--- src/rtl/spi_bus_arbiter.sv ---
// spi_bus_arbiter: shares one spi_master between two byte-stream requesters.
// Requester 0 is the mode/config sequencer and requester 1 is the status poller.
// The arbiter owns chip-select. It enforces setup and gap timing around each
// grant, muxes start/data toward the master, and routes byte-complete pulses
// back to the granted requester. A watchdog reclaims the bus from a requester
// that holds it idle for too long.
module spi_bus_arbiter #(
    parameter int SS_SETUP = 2,
    parameter int SS_GAP   = 4,
    parameter int TIMEOUT  = 1024
) (
    input  logic       clk,
    input  logic       rst,
    input  logic       req0,
    input  logic       lock0,
    input  logic       start0,
    input  logic [7:0] data_in0,
    output logic       gnt0,
    output logic       done0,
    input  logic       req1,
    input  logic       lock1,
    input  logic       start1,
    input  logic [7:0] data_in1,
    output logic       gnt1,
    output logic       done1,
    output logic       m_start,
    output logic [7:0] m_data_in,
    output logic       m_ss,
    input  logic       m_busy,
    input  logic       m_new_data,
    input  logic [7:0] m_data_out,
    output logic [7:0] rd_data,
    output logic       timeout_err
);

    localparam logic [15:0] SETUP_LAST = 16'(SS_SETUP - 1);
    localparam logic [15:0] GAP_LAST   = 16'(SS_GAP - 1);
    localparam logic [15:0] WD_LAST    = 16'(TIMEOUT - 1);

    typedef enum logic [1:0] {
        IDLE    = 2'd0,
        SETUP   = 2'd1,
        ACTIVE  = 2'd2,
        RELEASE = 2'd3
    } state_t;

    state_t      r_state;
    state_t      w_state_nxt;
    logic        r_gnt0;
    logic        r_gnt1;
    logic        r_ss;
    logic        r_last;
    logic        r_tmo;
    logic [15:0] r_cnt;

    logic        w_gnt0_nxt;
    logic        w_gnt1_nxt;
    logic        w_ss_nxt;
    logic        w_last_nxt;
    logic        w_tmo_nxt;
    logic [15:0] w_cnt_nxt;

    // Request signals of whichever requester currently holds the grant.
    // With no grant these are all 0, so nothing leaks through to the master.
    logic w_req_g;
    logic w_lock_g;
    logic w_start_g;
    logic w_active;
    logic w_idle_cyc;

    assign w_req_g    = (r_gnt0 & req0)   | (r_gnt1 & req1);
    assign w_lock_g   = (r_gnt0 & lock0)  | (r_gnt1 & lock1);
    assign w_start_g  = (r_gnt0 & start0) | (r_gnt1 & start1);
    assign w_active   = (r_state == ACTIVE);
    assign w_idle_cyc = !m_busy && !w_start_g;

    assign m_start     = w_active & w_start_g;
    assign m_data_in   = r_gnt0 ? data_in0 : (r_gnt1 ? data_in1 : 8'h00);
    assign m_ss        = r_ss;
    assign gnt0        = r_gnt0;
    assign gnt1        = r_gnt1;
    assign done0       = m_new_data & r_gnt0;
    assign done1       = m_new_data & r_gnt1;
    assign rd_data     = m_data_out;
    assign timeout_err = r_tmo;

    // Register the state, grants, chip-select and the shared cycle counter.
    always_ff @(posedge clk) begin
        if (rst) begin
            r_state <= IDLE;
            r_gnt0  <= 1'b0;
            r_gnt1  <= 1'b0;
            r_ss    <= 1'b1;
            r_last  <= 1'b1;
            r_tmo   <= 1'b0;
            r_cnt   <= 16'd0;
        end else begin
            r_state <= w_state_nxt;
            r_gnt0  <= w_gnt0_nxt;
            r_gnt1  <= w_gnt1_nxt;
            r_ss    <= w_ss_nxt;
            r_last  <= w_last_nxt;
            r_tmo   <= w_tmo_nxt;
            r_cnt   <= w_cnt_nxt;
        end
    end

    // Next-state logic: grant, setup delay, active/watchdog, release gap.
    // r_cnt measures setup time in SETUP, idle time in ACTIVE and gap time in RELEASE.
    always_comb begin
        w_state_nxt = r_state;
        w_gnt0_nxt  = r_gnt0;
        w_gnt1_nxt  = r_gnt1;
        w_ss_nxt    = r_ss;
        w_last_nxt  = r_last;
        w_tmo_nxt   = 1'b0;
        w_cnt_nxt   = r_cnt;
        case (r_state)
            IDLE: begin
                // On a tie, the requester that was not served last wins.
                if (req0 && (!req1 || r_last)) begin
                    w_gnt0_nxt  = 1'b1;
                    w_ss_nxt    = 1'b0;
                    w_state_nxt = SETUP;
                    w_cnt_nxt   = 16'd0;
                end else if (req1) begin
                    w_gnt1_nxt  = 1'b1;
                    w_ss_nxt    = 1'b0;
                    w_state_nxt = SETUP;
                    w_cnt_nxt   = 16'd0;
                end
            end
            SETUP: begin
                if (r_cnt == SETUP_LAST) begin
                    w_state_nxt = ACTIVE;
                    w_cnt_nxt   = 16'd0;
                end else begin
                    w_cnt_nxt = r_cnt + 16'd1;
                end
            end
            ACTIVE: begin
                if (!w_lock_g && !w_req_g && w_idle_cyc) begin
                    w_gnt0_nxt  = 1'b0;
                    w_gnt1_nxt  = 1'b0;
                    w_ss_nxt    = 1'b1;
                    w_last_nxt  = r_gnt1;
                    w_state_nxt = RELEASE;
                    w_cnt_nxt   = 16'd0;
                end else if (w_idle_cyc) begin
                    if (r_cnt == WD_LAST) begin
                        w_gnt0_nxt  = 1'b0;
                        w_gnt1_nxt  = 1'b0;
                        w_ss_nxt    = 1'b1;
                        w_last_nxt  = r_gnt1;
                        w_tmo_nxt   = 1'b1;
                        w_state_nxt = RELEASE;
                        w_cnt_nxt   = 16'd0;
                    end else begin
                        w_cnt_nxt = r_cnt + 16'd1;
                    end
                end else begin
                    w_cnt_nxt = 16'd0;
                end
            end
            RELEASE: begin
                if (r_cnt == GAP_LAST) begin
                    w_state_nxt = IDLE;
                    w_cnt_nxt   = 16'd0;
                end else begin
                    w_cnt_nxt = r_cnt + 16'd1;
                end
            end
            default: begin
                w_state_nxt = IDLE;
                w_gnt0_nxt  = 1'b0;
                w_gnt1_nxt  = 1'b0;
                w_ss_nxt    = 1'b1;
                w_cnt_nxt   = 16'd0;
            end
        endcase
    end

endmodule

--- config.mk ---
export PLATFORM = sky130hd
export DESIGN_NAME = spi_bus_arbiter
export DESIGN_NICKNAME = d
export VERILOG_FILES = /design/src/rtl/spi_bus_arbiter.sv
export SDC_FILE = /design/constraint.sdc
export NUM_CORES = 1
export LEC_CHECK = 0
export ABC_AREA = 1
export BUFFER_PORTS_ARGS = -buffer_cell sky130_fd_sc_hd__buf_2
export CAP_MARGIN = 10
export CORE_MARGIN = 8
export CORE_UTILIZATION = 50
export CTS_CLUSTER_DIAMETER = 80
export DETAILED_ROUTE_END_ITERATION = 8
export PLACE_DENSITY = 0.83
export RECOVER_POWER = 100
export SETUP_SLACK_MARGIN = 0.05
export SLEW_MARGIN = 10
export SYNTH_ARGS = -nofsm -noshare
export SYNTH_HDL_FRONTEND = slang
export SYNTH_SLANG_ARGS = --single-unit
--- constraint.sdc ---
create_clock -name clk -period 4.6 [get_ports clk]
set_input_delay 0.46 -clock clk [delete_from_list [all_inputs] [get_ports clk]]
set_output_delay 0.46 -clock clk [all_outputs]
set_load 0.02 [all_outputs]
==> out/results.ini, run 1 <==
[status]
outcome=complete, but fails checks
violations=max-capacitance violations, max-slew violations

[drt]
vias=1884
drt_iter0_drc=123
postRouteAntennaNets=0
wl_per_cell_microns=11.8
dr.pass1.iters=4
drc=0
drt-vias-per-instance=5.04
finalWirelength_microns=4420

[clocking]
postCtsSetupRepairBufs=0
h-tree-depth=1
cts_resized=0
clock_sinks=23
cts_root_buf=clkbuf_8
clk_pin_slew_ns=0.09
cts_tree=built
clk_latency_ns=0.27
cts_hold_buf=0
cts_buffer_depth=2
cts_buffers=3

[logic_synthesis]
synth_area_leaders=dfxtp_1 (24%), nand2_1 (17%), inv_1 (6.5%)
synth.most_common_cell=nand2_1
synth_fp_nets=338
synth_ff_type=dfxtp_1
syn-cell-area_sq_um=1910
synth_seq_cells=23
yosys.cell_types.count=34
synth_top_area_share_pct=24.1
synthArstFlopShare_pct=0
netlist_top_cells_count=nand2_1 (88), inv_1 (33), nor2_1 (33), nand3_1 (24), dfxtp_1 (23)
yosysSeqAreaShare_pct=24.1
netlist_instances=298
avgSynthCellArea_sq_um=6.41
yosys.area.top_type=dfxtp_1
yosys_warnings=0
synth_edf_count=0

[timing]
max_slew_margin_pct=-22.1
finClkSkew_ns=0.00279
setup_violations=0
worst_pin_slew_ns=1.82
fin_tns_setup_ns=0
fmax_mhz=334
finalHoldViolCount=0
drv_slew=18
fin_crit_sh_pct=65.0
fin_ws_ns=1.61
rsz0062_at_grt=false
layout_min_cycle_time_ns=2.99

[grt]
grt_start_max_net_pins=20
antenna_found_initial=0
grt.overflow.total=0
grt_usage_pct=14.7
grt_pass1_vias=1677
grt_pass1_wl_microns=7550

[flow_run]
maxCapViolCount=1

[worst_setup_path]
endpoint_kind=flip-flop
worstSetupStartpointType=flip-flop
worst-path-max-fanout=19
worst_ep_arrival_time_ns=3.21
required_ns=4.81
crit_type=flip-flop to flip-flop

[layout]
synthToLayoutAreaGrowth_pct=8.84
num_antenna_cells=0
drive_above_1_share_pct=19.6
fillerInstances=356
final_nets=367

[pwr]
ir_worst_vdd_uv=256
p_per_area_nw_per_um2=408
p_leak_nw=1.01

[floorplanning]
die_w_microns=77.8
die-area_sq_um=6060
start_util_pct=52.2
io-pin-count=57
core.rowCount=22
die_h_microns=77.8
coreArea_sq_um=3660

[placed_design]
place_ws_ns=2.55
dpl.hpwl_microns=3350
globalplace.congestion=0.856
numPortBuffers=40

[worst_hold_path]
worstHoldPathType=flip-flop to flip-flop

==> where the power goes <==
| group | switching [mW] | internal (mW) |
|---|---|---|
| combinational | 0.322 | 0.131 |
| clock | 0.0695 | 0.0606 |
| sequential | 0.0438 | 0.223 |
==> final cells by class <==
class | count | area, sq um | area share, %
clock buffers | 3 | 41.3 | 1.99
clock inverters | 1 | 5.00 | 0.241
well taps | 48 | 60.1 | 2.89
flip-flops and latches | 23 | 460 | 22.1
inverters | 38 | 148 | 7.10
multi-input cells | 221 | 1180 | 56.9
repair buffers | 40 | 181 | 8.72
==> placed cells by master, fill, tap and decap left out, drive strengths merged <==
cell type	netlist	final
nand3	35	35
buf	13	25
nand4	5	5
xnor2	3	3
clkinv	2	3
a21boi	2	2
xor2	4	4
nor2	39	39
nor4	1	1
nor3	2	2
clkbuf	3	18
a21o	1	1
inv	36	36
dfxtp	23	23
o21ai	5	5
nand2	94	94
ha	6	6
o22ai	1	1
o211ai	1	1
a21oi	20	20
o21bai	2	2
==> critical path: stages, from the launching register on <==
cell and delay (ns):
dfxtp_1 0.35, inv_1 0.09, ha_1 0.20, inv_2 0.18
nor3_1 1.41, a21oi_1 0.20, nand3_1 0.23, nor2_1 0.08
nand2_1 0.08, nand2_1 0.04, nor2_1 0.08
==> per-stage QoR <==
stage / total power, mW / hold WS [ns] / area [sq um] / util, % / instances
after floorplan: 0.647 / 0.466 / 1910 / - / 298
after global placement: 0.733 / 0.444 / 2070 / 56.5 / 370
after detailed placement: 0.741 / 0.457 / 2070 / 56.5 / 370
after CTS: 0.872 / 0.478 / 2120 / 57.8 / 374
after global routing: 0.934 / 0.501 / 2080 / 56.8 / 374
final: 0.849 / 0.479 / 2080 / 56.8 / 374
==> worst paths after layout <==
kind | cells past startpoint | endpoint | start | slack (ns)
setup / recovery | 10 | r_state[1]$_SDFFE_PP0P_ | r_state[0]$_SDFFE_PP0P_ | 1.61
hold / removal | 2 | m_ss$_SDFFE_PP1P_ | m_ss$_SDFFE_PP1P_ | 0.48
setup reg to reg | 10 | r_state[1]$_SDFFE_PP0P_ | r_state[0]$_SDFFE_PP0P_ | 1.61
hold reg to reg | 2 | m_ss$_SDFFE_PP1P_ | m_ss$_SDFFE_PP1P_ | 0.48
==> cell families (layout without fill, tap and decap cells) <==
group	Yosys count	after routing	share of synthesized area [%]
AND/OR/NAND/NOR	176	176	44.5
buffers and inverters	54	82	13.0
AO/OA/AOI/OAI	32	32	11.2
flip-flops	23	23	24.1
XOR/XNOR	7	7	3.21
adder cells (fa/ha/maj)	6	6	3.93
==> sequential cells by signal, summed over array words and instances, names as in the netlist <==
| register | flops |
|---|---|
| gnt1 | 1 |
| r_last | 1 |
| r_state | 2 |
| gnt0 | 1 |
| timeout_err | 1 |
| m_ss | 1 |
| r_cnt | 16 |
==> metal layers <==
layer / GRT usage, % / vias to the layer above / routed length (microns)
li1: - / 990 / -
met1: 17.8 / 842 / 1990
met2: 23.1 / 45 / 2030
met3: 4.15 / 7 / 304
met4: 7.92 / 0 / 88
met5: 0 / - / 0
Note: power is estimated with default switching activity, not from simulation.
==> inputs of run 2 (changes only) <==
Clock period 4.6 ns to 2.8 ns, I/O delays scaled along.
==> out/results.ini, run 2 (synthesized netlist as in run 1, its figures left out) <==
[floorplanning]
die-area_sq_um=6060
io-pin-count=57
die_w_microns=77.8
coreArea_sq_um=3660
die_h_microns=77.8
core.rowCount=22
start_util_pct=52.2

[layout]
fillerInstances=366
largest-register=r_cnt
multi_input_area_sq_um=1150
final_nets=370
regArea_sq_um=460
drive_above_1_share_pct=17.9
post-route-cell-area_sq_um=2070
synthToLayoutAreaGrowth_pct=8.32
final_cell_mix=nand2_1 (89), nor2_1 (35), inv_1 (33)
final_common_cell=nand2_1
largest_reg_flops=16
top_regs=r_cnt (16), r_state (2)
num_antenna_cells=0

[placed_design]
numPortBuffers=40
globalplace.congestion=0.849
dpl.hpwl_microns=3290
dpl_cell_area_sq_um=2090

[clocking]
cts_root_buf=clkbuf_8
clk_pin_slew_ns=0.09
postCtsSetupRepairBufs=0
clock_sinks=23
clk_latency_ns=0.27
h-tree-depth=1
cts_resized=0
cts_buffers=3
cts_tree=built
cts_hold_buf=0
cts_buffer_depth=2

[grt]
grt_start_max_net_pins=19
met2_usage_pct=24.2
met1_usage_pct=17.4
grt_pass1_vias=1722
grt_use_met3_pct=3.46
antenna_found_initial=0
grt.overflow.total=0
grt_pass1_wl_microns=7540
grt_busiest_layer=met2
grt_usage_pct=14.4

[timing]
worst_pin_slew_ns=0.598
drv_slew=0
finalHoldViolCount=0
fmax_mhz=500
finClkSkew_ns=0.00414
fin_tns_setup_ns=0
rsz0062_at_grt=false
setup_violations=0
layout_min_cycle_time_ns=2.00
fin_crit_sh_pct=71.4
max_slew_margin_pct=60.1

[drt]
vias=1877
postRouteAntennaNets=0
drc=0
drt_iter0_drc=141
dr.pass1.iters=4
wl_per_cell_microns=11.7
finalWirelength_microns=4410
drt-vias-per-instance=4.98

[status]
outcome=completed

[worst_hold_path]
worstHoldPathType=input pin to flip-flop

[pwr]
p_per_area_nw_per_um2=680
ir_worst_vdd_uv=312
p_leak_nw=1.03
power_mw=1.41

[worst_setup_path]
worst_ep_arrival_time_ns=1.72
worstSetupStartpointType=flip-flop
worst-path-max-fanout=15
required_ns=2.52
endpoint_kind=primary output
crit_type=flip-flop to primary output

[flow_run]
maxCapViolCount=0

## run 2: per-stage QoR
stage,util [%],worst slack [ns],cells,hold WS (ns)
floorplan,-,1.27,298,0.466
global route,56.5,0.579,377,0.382
CTS,58.4,0.923,377,0.387
finish,56.5,0.801,377,0.368
global placement,57.1,1.13,373,0.445
detailed placement,57.1,1.06,373,0.444
## run 2: cell type report
cell class | count | area share [%]
repair buffers | 43 | 9.73
inverters | 38 | 7.13
multi-input cells | 221 | 55.7
flip-flops and latches | 23 | 22.2
well taps | 48 | 2.90
clock buffers | 3 | 2.00
clock inverters | 1 | 0.242
## run 2: metal layers
layer | up-vias | wire [microns]
met3 | 7 | 322
li1 | 998 | -
met2 | 46 | 2000
met4 | 0 | 62
met1 | 826 | 2030
met5 | - | 0
## run 2: power breakdown
part / internal [mW] / switching [mW] / total, mW / leakage, nW
Combinational: 0.230 / 0.546 / 0.776 / 0.813
Clock: 0.0997 / 0.119 / 0.218 / 0.0255
Sequential: 0.367 / 0.0466 / 0.413 / 0.187
Total: 0.696 / 0.712 / 1.41 / 1.03
## run 2: critical path: stages (launching register included)
cell	delay (ns)
dfxtp_1	0.31
clkbuf_1	0.46
nand2_1	0.20
a21boi_0	0.21
clkbuf_1	0.26
## run 2: path summary, 6_finish.rpt
| kind | start | end | slack (ns) | cells after the start |
|---|---|---|---|---|
| max reg2reg | gnt1$_SDFFE_PP0P_ | r_state[0]$_SDFFE_PP0P_ | 0.82 | 11 |
| min | m_busy | timeout_err$_SDFF_PP0_ | 0.37 | 4 |
| max | gnt1$_SDFFE_PP0P_ | m_start | 0.80 | 4 |
| min reg2reg | m_ss$_SDFFE_PP1P_ | m_ss$_SDFFE_PP1P_ | 0.47 | 2 |
